[src/rtl/alu_pkg.sv]
// Shared opcode encodings and FSM state type for the sequential ALU.
package alu_pkg;

    localparam logic [3:0] OP_NOT  = 4'b0000;
    localparam logic [3:0] OP_AND  = 4'b0001;
    localparam logic [3:0] OP_OR   = 4'b0010;
    localparam logic [3:0] OP_SRL  = 4'b0011;
    localparam logic [3:0] OP_SLL  = 4'b0100;
    localparam logic [3:0] OP_SRA  = 4'b0101;
    localparam logic [3:0] OP_SLA  = 4'b0110;
    localparam logic [3:0] OP_ROR  = 4'b0111;
    localparam logic [3:0] OP_ROL  = 4'b1000;
    localparam logic [3:0] OP_ADD  = 4'b1001;
    localparam logic [3:0] OP_SUB  = 4'b1010;
    localparam logic [3:0] OP_MUL  = 4'b1011;
    localparam logic [3:0] OP_MULU = 4'b1100;

    typedef enum logic [1:0] {
        IDLE,
        MUL,
        DONE
    } alu_state_t;

endpackage

[src/rtl/mul_iter.sv]
// Iterative shift-add multiplier, signed or unsigned, one partial product per clock.
module mul_iter #(
    parameter int WIDTH = 8
) (
    input  logic                 clk,
    input  logic                 rst_n,
    input  logic                 start,
    input  logic                 is_signed,
    input  logic [WIDTH-1:0]     a,
    input  logic [WIDTH-1:0]     b,
    output logic                 done,
    output logic [2*WIDTH-1:0]   product
);

    localparam int CW = $clog2(WIDTH);
    localparam logic [CW-1:0] LAST = CW'(WIDTH - 1);

    logic [2*WIDTH-1:0] acc;
    logic [2*WIDTH-1:0] mcand;
    logic [2*WIDTH-1:0] acc_next;
    logic [WIDTH-1:0]   mplier;
    logic [WIDTH-1:0]   mag_a;
    logic [WIDTH-1:0]   mag_b;
    logic [CW-1:0]      cnt;
    logic               neg;
    logic               active;

    // Most-negative operand negates to itself, which reads correctly as unsigned 2^(W-1).
    assign mag_a = (is_signed && a[WIDTH-1]) ? -a : a;
    assign mag_b = (is_signed && b[WIDTH-1]) ? -b : b;

    assign acc_next = acc + (mplier[0] ? mcand : '0);
    assign done     = active && (cnt == LAST);
    assign product  = neg ? -acc_next : acc_next;

    always_ff @(posedge clk) begin
        if (!rst_n) begin
            acc    <= '0;
            mcand  <= '0;
            mplier <= '0;
            cnt    <= '0;
            neg    <= 1'b0;
            active <= 1'b0;
        end else if (start) begin
            acc    <= '0;
            mcand  <= {{WIDTH{1'b0}}, mag_a};
            mplier <= mag_b;
            cnt    <= '0;
            neg    <= is_signed && (a[WIDTH-1] ^ b[WIDTH-1]);
            active <= 1'b1;
        end else if (active) begin
            acc    <= acc_next;
            mcand  <= mcand << 1;
            mplier <= mplier >> 1;
            cnt    <= cnt + 1'b1;
            if (cnt == LAST) begin
                active <= 1'b0;
            end
        end
    end

endmodule

[src/rtl/alu_seq.sv]
// Clocked ALU with valid/ready handshakes; single-cycle logic/arith ops plus iterative multiply.
module alu_seq
    import alu_pkg::*;
#(
    parameter int WIDTH = 8
) (
    input  logic                 clk,
    input  logic                 rst_n,
    input  logic                 in_valid,
    output logic                 in_ready,
    input  logic [WIDTH-1:0]     a,
    input  logic [WIDTH-1:0]     b,
    input  logic [3:0]           op,
    output logic                 out_valid,
    input  logic                 out_ready,
    output logic [WIDTH-1:0]     result,
    output logic [2*WIDTH-1:0]   product,
    output logic                 of,
    output logic                 zero,
    output logic                 slt,
    output logic                 busy
);

    alu_state_t state_q, state_d;

    logic               accept;
    logic               is_mul;
    logic               mul_done;
    logic [2*WIDTH-1:0] mul_product;
    logic [WIDTH-1:0]   sum;
    logic [WIDTH-1:0]   diff;
    logic [WIDTH-1:0]   alu_res;
    logic               alu_of;
    logic               alu_slt;

    assign in_ready  = rst_n && ((state_q == IDLE) || ((state_q == DONE) && out_ready));
    assign accept    = in_valid && in_ready;
    assign is_mul    = (op == OP_MUL) || (op == OP_MULU);
    assign out_valid = (state_q == DONE);
    assign busy      = (state_q == MUL);

    mul_iter #(.WIDTH(WIDTH)) u_mul (
        .clk       (clk),
        .rst_n     (rst_n),
        .start     (accept && is_mul),
        .is_signed (op == OP_MUL),
        .a         (a),
        .b         (b),
        .done      (mul_done),
        .product   (mul_product)
    );

    assign sum  = a + b;
    assign diff = a - b;

    always_comb begin
        alu_res = '0;
        alu_of  = 1'b0;
        alu_slt = 1'b0;
        case (op)
            OP_NOT:  alu_res = ~a;
            OP_AND:  alu_res = a & b;
            OP_OR:   alu_res = a | b;
            OP_SRL:  alu_res = {1'b0, a[WIDTH-1:1]};
            OP_SLL:  alu_res = {a[WIDTH-2:0], 1'b0};
            OP_SRA:  alu_res = {a[WIDTH-1], a[WIDTH-1:1]};
            OP_SLA:  alu_res = {a[WIDTH-1], a[WIDTH-3:0], 1'b0};
            OP_ROR:  alu_res = {a[0], a[WIDTH-1:1]};
            OP_ROL:  alu_res = {a[WIDTH-2:0], a[WIDTH-1]};
            OP_ADD: begin
                alu_res = sum;
                alu_of  = (a[WIDTH-1] == b[WIDTH-1]) && (sum[WIDTH-1] != a[WIDTH-1]);
            end
            OP_SUB: begin
                alu_res = diff;
                alu_of  = (a[WIDTH-1] != b[WIDTH-1]) && (diff[WIDTH-1] != a[WIDTH-1]);
                alu_slt = diff[WIDTH-1] ^ alu_of;
            end
            default: ;
        endcase
    end

    always_comb begin
        state_d = state_q;
        case (state_q)
            IDLE: if (accept) state_d = is_mul ? MUL : DONE;
            MUL:  if (mul_done) state_d = DONE;
            DONE: begin
                if (accept) begin
                    state_d = is_mul ? MUL : DONE;
                end else if (out_ready) begin
                    state_d = IDLE;
                end
            end
            default: state_d = IDLE;
        endcase
    end

    // Outputs only change on an accept or multiply completion, so they hold under backpressure.
    always_ff @(posedge clk) begin
        if (!rst_n) begin
            state_q <= IDLE;
            result  <= '0;
            product <= '0;
            of      <= 1'b0;
            zero    <= 1'b0;
            slt     <= 1'b0;
        end else begin
            state_q <= state_d;
            if (accept && !is_mul) begin
                result  <= alu_res;
                product <= '0;
                of      <= alu_of;
                zero    <= (alu_res == '0) && !alu_of;
                slt     <= alu_slt;
            end else if (mul_done) begin
                result  <= '0;
                product <= mul_product;
                of      <= 1'b0;
                zero    <= (mul_product == '0);
                slt     <= 1'b0;
            end
        end
    end

endmodule

[config.mk]
export PLATFORM = sky130hd
export DESIGN_NAME = alu_seq
export DESIGN_NICKNAME = d
export VERILOG_FILES = /design/src/rtl/alu_pkg.sv /design/src/rtl/mul_iter.sv /design/src/rtl/alu_seq.sv
export SDC_FILE = /design/constraint.sdc
export NUM_CORES = 1
export LEC_CHECK = 0
export BUFFER_PORTS_ARGS = -buffer_cell sky130_fd_sc_hd__buf_4
export CAP_MARGIN = 20
export CORE_AREA = 2 2 138 140
export CTS_BUF_LIST = sky130_fd_sc_hd__clkbuf_16
export DETAILED_ROUTE_END_ITERATION = 7
export DIE_AREA = 0 0 140 142
export GPL_TIMING_DRIVEN = 0
export SLEW_MARGIN = 20
export SYNTH_ARGS = -nofsm -noshare
export SYNTH_HDL_FRONTEND = slang
export SYNTH_HIERARCHICAL = 1
export SYNTH_SLANG_ARGS = --single-unit
export TNS_END_PERCENT = 10
[constraint.sdc]
create_clock -name clk -period 8.15 [get_ports clk]
set_clock_uncertainty 0.05 [all_clocks]
set_input_delay 1.63 -clock clk [delete_from_list [all_inputs] [get_ports clk]]
set_output_delay 1.63 -clock clk [all_outputs]
set_load 0.005 [all_outputs]
==> flow_metrics.env, run 1 <==
export IMPL_wl_met3_um=678
export IMPL_ys_top_cells_by_count="nor2_1 (78), dfxtp_1 (74), ha_1 (43)"
export IMPL_dp_cells=1054
export IMPL_vias=5840
export IMPL_avgSynthCellArea_um2=8.17
export IMPL_crit_chain="buf_4 -> inv_1 -> ha_1 -> nor3_1 -> nor3_1 -> o21bai_1 -> a21oi_1 -> o21ai_0 -> a21oi_1 -> fa_1 -> nor2b_1 -> nor3b_1 -> o311ai_0 -> a32oi_1 -> o2bb2ai_1 -> and2_1"
export IMPL_status="complete, but fails checks"
export IMPL_synth_top_area_share_pct=23.6
export IMPL_port_buffers=51
export IMPL_grt_pass1_wl_um=28400
export IMPL_drive_gt1_share_pct=13.3
export IMPL_cts_sinks=74
export IMPL_hold_buffers=0
export IMPL_cts_tree="done"
export IMPL_grt_max_degree=15
export IMPL_antenna_found_initial=0
export IMPL_wl_per_cell_um=16.4
export IMPL_synth_async_reset_ratio_pct=0
export IMPL_final_cells=1070
export IMPL_critPathMaxFanout=11
export IMPL_yosysUniqueCellTypes=81
export IMPL_diodes=0
export IMPL_hold_end="result[6]"
export IMPL_synth_area_mm2=0.00628
export IMPL_cts_buffers=9
export IMPL_htreeDepth=3
export IMPL_worstRegToRegCells=16
export IMPL_endpoint_kind="flip-flop"
export IMPL_grt_overflow_total=0
export IMPL_max_freq_mhz=200
export IMPL_die_w_um=140
export IMPL_viasPerCell=5.46
export IMPL_fin_crit_ns=4.99
export IMPL_synth_nets=840
export IMPL_rsz0062_at_grt="no"
export IMPL_hold_depth=2
export IMPL_cts_buffer_depth=2
export IMPL_synth_most_common_cell="nor2_1"
export IMPL_grt_pass1_vias=5534
export IMPL_post_cts_resized=0
export IMPL_hold_start="result[6]"
export IMPL_drc=2
export IMPL_synth_edff_count=0
export IMPL_cts_clk_slew_worst_paths_ns=0.06
export IMPL_start_kind="input port"
export IMPL_slowest_delay_ns=0.58
export IMPL_synth_area_top_cells="dfxtp_1 (24%), ha_1 (8.6%), mux2i_1 (6.7%)"
export IMPL_violations="DRC"
export IMPL_post_synth_top_area_cell="dfxtp_1"
export IMPL_ioPinCount=54
export IMPL_setup_viol=0
export IMPL_worstSetupPathType="in -> reg"
export IMPL_start_util_pct=34.1
export IMPL_reg2reg_slack_ns=3.84
export IMPL_reg2reg_to="zero"
export IMPL_ant_nets=0
export IMPL_dr_first_iter_drc_count=243
export IMPL_ys_ff_latch=74
export IMPL_min_period_over_period_pct=61.2
export IMPL_worst_slew_margin_rel_pct=50.2
export IMPL_drt_wl_total_um=17500
export IMPL_first_pass_iters=6
export IMPL_design_core_area_mm2=0.0185
export IMPL_num_rows=50
export IMPL_worst_pin_slew_ns=0.746
export IMPL_syn_instance_count=769
export IMPL_crit_path_top_delay_cell="o311ai_0"
export IMPL_maxCapViolCount=0
export IMPL_vdd_drop_max_mv=0.101
export IMPL_hold_path_class="reg -> reg"
export IMPL_p_per_area_mw_per_mm2=131
export IMPL_r2r_start="u_mul/mplier[0]"
export IMPL_die_area_mm2=0.0199
export IMPL_dr_wl_met2_um=8670
export IMPL_worst_ep_arrival_time_ns=5.23
export IMPL_clkLatencyLatePin_ns=0.34
export IMPL_worst_endpoint_required_ns=8.39
export IMPL_drv_slew=0
export IMPL_cts_root_buffer="clkbuf_16"
export IMPL_ys_warn_count=6
export IMPL_fin_nets=902
export IMPL_finalPower_w=0.000953
export IMPL_syn_to_final_growth_pct=15.7
export IMPL_synth_seq_area_share_pct=23.6
export IMPL_tns_ns=0
export IMPL_fill_cells=1945
export IMPL_cts_setup_buffers=0
export IMPL_synth_main_ff_cell="dfxtp_1"
export IMPL_whs_ns=0.420
export IMPL_met1_length_um=7960
export IMPL_finalHoldViolCount=0
export IMPL_dp_hpwl_um=13500
export IMPL_globalplace_congestion=0.860
export IMPL_power_leakage_nw=3.00
export IMPL_top_layer="met4"
export IMPL_die_y_um=142
export IMPL_track_usage_pct=17.6
## stage by stage
| step | area, um^2 | utilization, % | setup slack [ns] |
|---|---|---|---|
| floorplan | 6280 | - | 3.72 |
| global placement | 6960 | 37.7 | 2.88 |
| detailed placement | 6960 | 37.7 | 2.90 |
| CTS | 7270 | 39.4 | 3.23 |
| global route | 7270 | 39.4 | 2.99 |
| finish | 7270 | 39.4 | 3.16 |
## layout by cell type (no fill, tap or decap), types with 9 or more instances in the layout
master      n
inv_1      34
ha_1       43
nor3b_1    11
xnor2_1    26
nand2b_1    9
nand2_1    35
o21a_1     11
or3_1       9
a21oi_1    36
clkbuf_1   26
mux2i_1    42
xor2_1      9
nor2_1     78
o21ai_0    23
and2_1     26
dfxtp_1    74
o21ai_1    10
a211oi_1   24
o211ai_1   11
nor3_1     21
nor2b_1    30
nand3_1    12
buf_4      57
buf_2      14
clkbuf_16   9
## cell type report
type | count | area (um^2) | share of cell area (%)
Buffer | 49 | 231 | 3.18
Sequential cell | 74 | 1480 | 20.4
Multi-Input combinational cell | 612 | 4440 | 61.1
Inverter | 34 | 128 | 1.76
Clock inverter | 7 | 85.1 | 1.17
Clock buffer | 9 | 225 | 3.10
Tap cell | 234 | 293 | 4.03
Timing Repair Buffer | 51 | 383 | 5.27
## layer usage
| metal | up-vias | GRT usage (%) |
|---|---|---|
| met5 | - | 0 |
| met4 | 0 | 3.72 |
| met3 | 18 | 3.13 |
| met2 | 123 | 30.9 |
| met1 | 2771 | 22.7 |
| li1 | 2928 | - |
## how the worst max path moves through the flow
stage / start / end
detailed placement: a[2] / result[7]
global route: a[2] / result[7]
finish: a[2] / result[7]
CTS: a[2] / result[7]
global placement: a[2] / result[7]
floorplan: a[2] / zero
## logic make-up (layout without fill, tap and decap cells)
family | Yosys count | in the layout | synth area share [%]
adder cells (fa/ha/maj) | 47 | 47 | 9.83
multiplexers | 45 | 45 | 7.29
AND/OR/NAND/NOR | 287 | 287 | 25.1
XOR/XNOR | 36 | 36 | 5.14
AO/OA/AOI/OAI | 197 | 197 | 23.4
buffers and inverters | 83 | 150 | 5.71
flip-flops | 74 | 74 | 23.6
## state kept, by name, summed over array words and instances (netlist names), 2 cells and up
name / cells
product: 16
result: 8
state_q: 2
u_mul/acc: 16
u_mul/cnt: 3
u_mul/mcand: 16
u_mul/mplier: 8
## power breakdown
| group | total, W | switching [W] | internal, W |
|---|---|---|---|
| registers | 0.000370 | 0.00000319 | 0.000367 |
| clock network | 0.000419 | 0.000155 | 0.000265 |
| logic | 0.000164 | 0.0000986 | 0.0000652 |
| total | 0.000953 | 0.000256 | 0.000697 |
## critical path: cells and delay by family
family	cells	cell delay, ns
AND/OR/NAND/NOR	5	0.89
AO/OA/AOI/OAI	7	1.51
buffers and inverters	2	0.23
adder cells (fa/ha/maj)	2	0.97
Note: power is estimated with default switching activity, not from simulation.
==> run 2: changes to the inputs <==
--- a/config.mk
+++ b/config.mk
@@ -5,12 +5,13 @@
 export SDC_FILE = /design/constraint.sdc
 export NUM_CORES = 1
 export LEC_CHECK = 0
+export ABC_AREA = 1
 export BUFFER_PORTS_ARGS = -buffer_cell sky130_fd_sc_hd__buf_4
 export CAP_MARGIN = 20
-export CORE_AREA = 2 2 138 140
+export CORE_AREA = 2 2 136 138
 export CTS_BUF_LIST = sky130_fd_sc_hd__clkbuf_16
 export DETAILED_ROUTE_END_ITERATION = 7
-export DIE_AREA = 0 0 140 142
+export DIE_AREA = 0 0 138 140
 export GPL_TIMING_DRIVEN = 0
 export SLEW_MARGIN = 20
 export SYNTH_ARGS = -nofsm -noshare
==> constraint.sdc (replaced) <==
create_clock -name clk -period 4.45 [get_ports clk]
set_clock_uncertainty 0.05 [all_clocks]
set_input_delay 0.89 -clock clk [delete_from_list [all_inputs] [get_ports clk]]
set_output_delay 0.89 -clock clk [all_outputs]
set_load 0.005 [all_outputs]
==> run 2 against run 1 <==
  * The run now ends clean
  * Power is 77% higher
  * Wire length is 1.5% lower
  * Critical path depth is 6 higher
  * Utilization is 0.78 points higher
  * Flip-flop and latch count stayed put
  * Worst setup slack worse by 2.5 ns
  * Sequential share of layout area is 0.36 points higher
  * Sequential power is 85% higher
  * Non-clock buffer count is 19 lower
  * Cell count is 25% higher
  * Die area is 2.8% lower
  * Highest routed layer unchanged
==> flow_metrics.env, run 2 <==
export IMPL_status="complete, no violations"
export IMPL_grt_pass1_wl_um=28800
export IMPL_cts_buffers=9
export IMPL_hold_depth=2
export IMPL_startpoint="u_mul/mplier[0]"
export IMPL_synth_seq_area_share_pct=23.9
export IMPL_syn_to_final_growth_pct=15.4
export IMPL_die_y_um=140
export IMPL_worstRegToRegCells=22
export IMPL_wl_per_cell_um=13.0
export IMPL_die_area_mm2=0.0193
export IMPL_placed_cell_area_mm2=0.00687
export IMPL_fin_crit_ns=3.80
export IMPL_ioPinCount=54
export IMPL_grt_overflow_total=0
export IMPL_vias=6437
export IMPL_tns_ns=0
export IMPL_vdd_drop_max_mv=0.176
export IMPL_clkLatencyLatePin_ns=0.35
export IMPL_reg2reg_slack_ns=0.65
export IMPL_p_comb_share_pct=19.2
export IMPL_synth_edff_count=0
export IMPL_htreeDepth=3
export IMPL_dr_wl_met2_um=7990
export IMPL_reg2reg_to="zero"
export IMPL_post_synth_top_area_cell="dfxtp_1"
export IMPL_met1_length_um=8280
export IMPL_finalHoldViolCount=0
export IMPL_seq_power_share_pct=40.5
export IMPL_diodes=0
export IMPL_synth_area_top_cells="dfxtp_1 (24%), nand2_1 (21%), inv_1 (9.3%)"
export IMPL_ant_nets=0
export IMPL_clockPowerShare_pct=40.2
export IMPL_fin_nets=1170
export IMPL_cts_root_buffer="clkbuf_16"
export IMPL_drv_slew=0
export IMPL_max_freq_mhz=263
export IMPL_synth_top_area_share_pct=23.9
export IMPL_power_leakage_nw=3.71
export IMPL_swShare_pct=31.0
export IMPL_yosysUniqueCellTypes=37
export IMPL_preCtsSetupSlack_ns=0.637
export IMPL_hold_path_class="reg -> reg"
export IMPL_viasPerCell=4.83
export IMPL_wl_met3_um=673
export IMPL_num_rows=49
export IMPL_synth_async_reset_ratio_pct=0
export IMPL_drt_wl_total_um=17300
export IMPL_final_cell_mix="nand2_1 (346), inv_1 (155), nor2_1 (91), dfxtp_1 (74), nand3_1 (73)"
export IMPL_track_usage_pct=17.9
export IMPL_grt_max_degree=14
export IMPL_rsz0062_at_grt="no"
export IMPL_layout_commonest_cell="nand2_1"
export IMPL_maxCapViolCount=0
export IMPL_endpoint="zero"
export IMPL_die_w_um=138
export IMPL_ys_top_cells_by_count="nand2_1 (346), inv_1 (154), nor2_1 (91)"
export IMPL_endpoint_kind="flip-flop"
export IMPL_worst_pin_slew_ns=0.626
export IMPL_internal_power_w=0.00117
export IMPL_fin_area_mm2=0.00714
export IMPL_dr_first_iter_drc_count=462
export IMPL_r2r_start="u_mul/mplier[0]"
export IMPL_critPathMaxFanout=10
export IMPL_synth_area_mm2=0.00619
export IMPL_setup_viol=0
export IMPL_synth_most_common_cell="nand2_1"
export IMPL_grt_pass1_vias=5996
export IMPL_avgSynthCellArea_um2=5.98
export IMPL_p_per_area_mw_per_mm2=237
export IMPL_worst_slew_margin_rel_pct=58.1
export IMPL_cts_sinks=74
export IMPL_design_core_area_mm2=0.0178
export IMPL_start_kind="flip-flop"
export IMPL_start_util_pct=34.8
export IMPL_post_cts_resized=0
export IMPL_setup_slack_ns=0.649
export IMPL_cts_clk_slew_worst_paths_ns=0.06
export IMPL_p_sw_w=0.000524
export IMPL_min_period_over_period_pct=85.4
export IMPL_worst_ep_arrival_time_ns=4.03
export IMPL_worstSetupPathType="reg -> reg"
export IMPL_cts_buffer_depth=2
export IMPL_drive_gt1_share_pct=9.69
export IMPL_synth_nets=1106
export IMPL_dp_hpwl_um=13800
export IMPL_post_route_util_pct=40.2
export IMPL_hold_buffers=0
export IMPL_globalplace_congestion=0.915
export IMPL_port_buffers=53
export IMPL_first_pass_iters=5
export IMPL_cts_tree="done"
export IMPL_antenna_found_initial=0
export IMPL_cts_setup_buffers=0
export IMPL_ys_ff_latch=74
export IMPL_ys_warn_count=6
export IMPL_top_regs="product (16), u_mul/acc (16), u_mul/mcand (16)"
export IMPL_top_layer="met4"
export IMPL_worst_endpoint_required_ns=4.68
export IMPL_drc=0
export IMPL_synth_main_ff_cell="dfxtp_1"
export IMPL_syn_instance_count=1035
[run 2: cell count changes in the layout (fill, tap and decap cells not counted), sizes merged, moves of 24 or more]
cell	delta
a211oi	-24
a21oi	+32
inv	+128
mux2i	-42
nand2	+327
nand3	+63
nor2b	-30
[run 2: per-layer routing]
metal	global-route usage (%)	vias to the layer above
met5	0	-
met4	5.21	0
met3	3.18	22
met2	30.8	132
met1	23.1	2890
li1	-	3393
[run 2: worst max-delay path, stage by stage (launching register included)]
cell and delay [ns]:
dfxtp_1 0.30, clkbuf_1 0.36, clkbuf_1 0.41, nand2_1 0.12, inv_1 0.12, fa_1 0.42, inv_1 0.11, ha_1 0.15
inv_1 0.05, nor2_1 0.15, nand3_1 0.13, inv_2 0.06, nand2_1 0.08, nor2_4 0.11, nand3_1 0.10, nand2_1 0.08
nand2_1 0.05, nand2_1 0.07, inv_1 0.05, nor4_1 0.23, and2_0 0.23, a41oi_1 0.15, a21oi_1 0.15
[run 2: worst min-delay path by stage]
stage / endpoint / slack (ns) / startpoint
after floorplan: u_mul/mcand[15] / 0.39 / u_mul/mcand[15]
after global placement: result[1] / 0.40 / result[1]
after detailed placement: product[7] / 0.41 / product[7]
after CTS: product[1] / 0.42 / product[1]
after global routing: product[5] / 0.43 / product[5]
final: product[6] / 0.41 / product[6]
[run 2: power groups by stage]
stage	clock (W)	combinational, W	sequential [W]
final	0.000680	0.000325	0.000685
after global routing	0.000734	0.000369	0.000687
after CTS	0.000700	0.000325	0.000685
after detailed placement	0	0.000323	0.000700
after global placement	0	0.000322	0.000700
after floorplan	0	0.000214	0.000698
[run 2: logic make-up (layout without fill, tap and decap cells)]
group | after synthesis | count (layout) | synth area share [%]
and+or+nand+nor | 567 | 567 | 38.8
buffers and inverters | 189 | 258 | 11.9
AOI/OAI and AO/OA | 134 | 134 | 12.0
DFF | 74 | 74 | 23.9
adders and majority gates | 47 | 47 | 9.99
xor gates and xnor gates | 24 | 24 | 3.40
[run 2: stage by stage]
step | hold WS [ns] | total power (W) | cells
floorplan | 0.391 | 0.000913 | 1035
global placement | 0.402 | 0.00102 | 1317
detailed placement | 0.408 | 0.00102 | 1317
CTS | 0.417 | 0.00171 | 1333
global route | 0.433 | 0.00179 | 1333
finish | 0.411 | 0.00169 | 1333
[run 2: cell type report]
type / count / area, um^2
clock inverter: 7 / 46.3
inverter: 161 / 604
multi-input combinational: 772 / 3970
buffer: 28 / 130
tap: 229 / 287
fill: 1978 / 10600
sequential: 74 / 1480
clock buffer: 9 / 225
timing repair buffer: 53 / 398
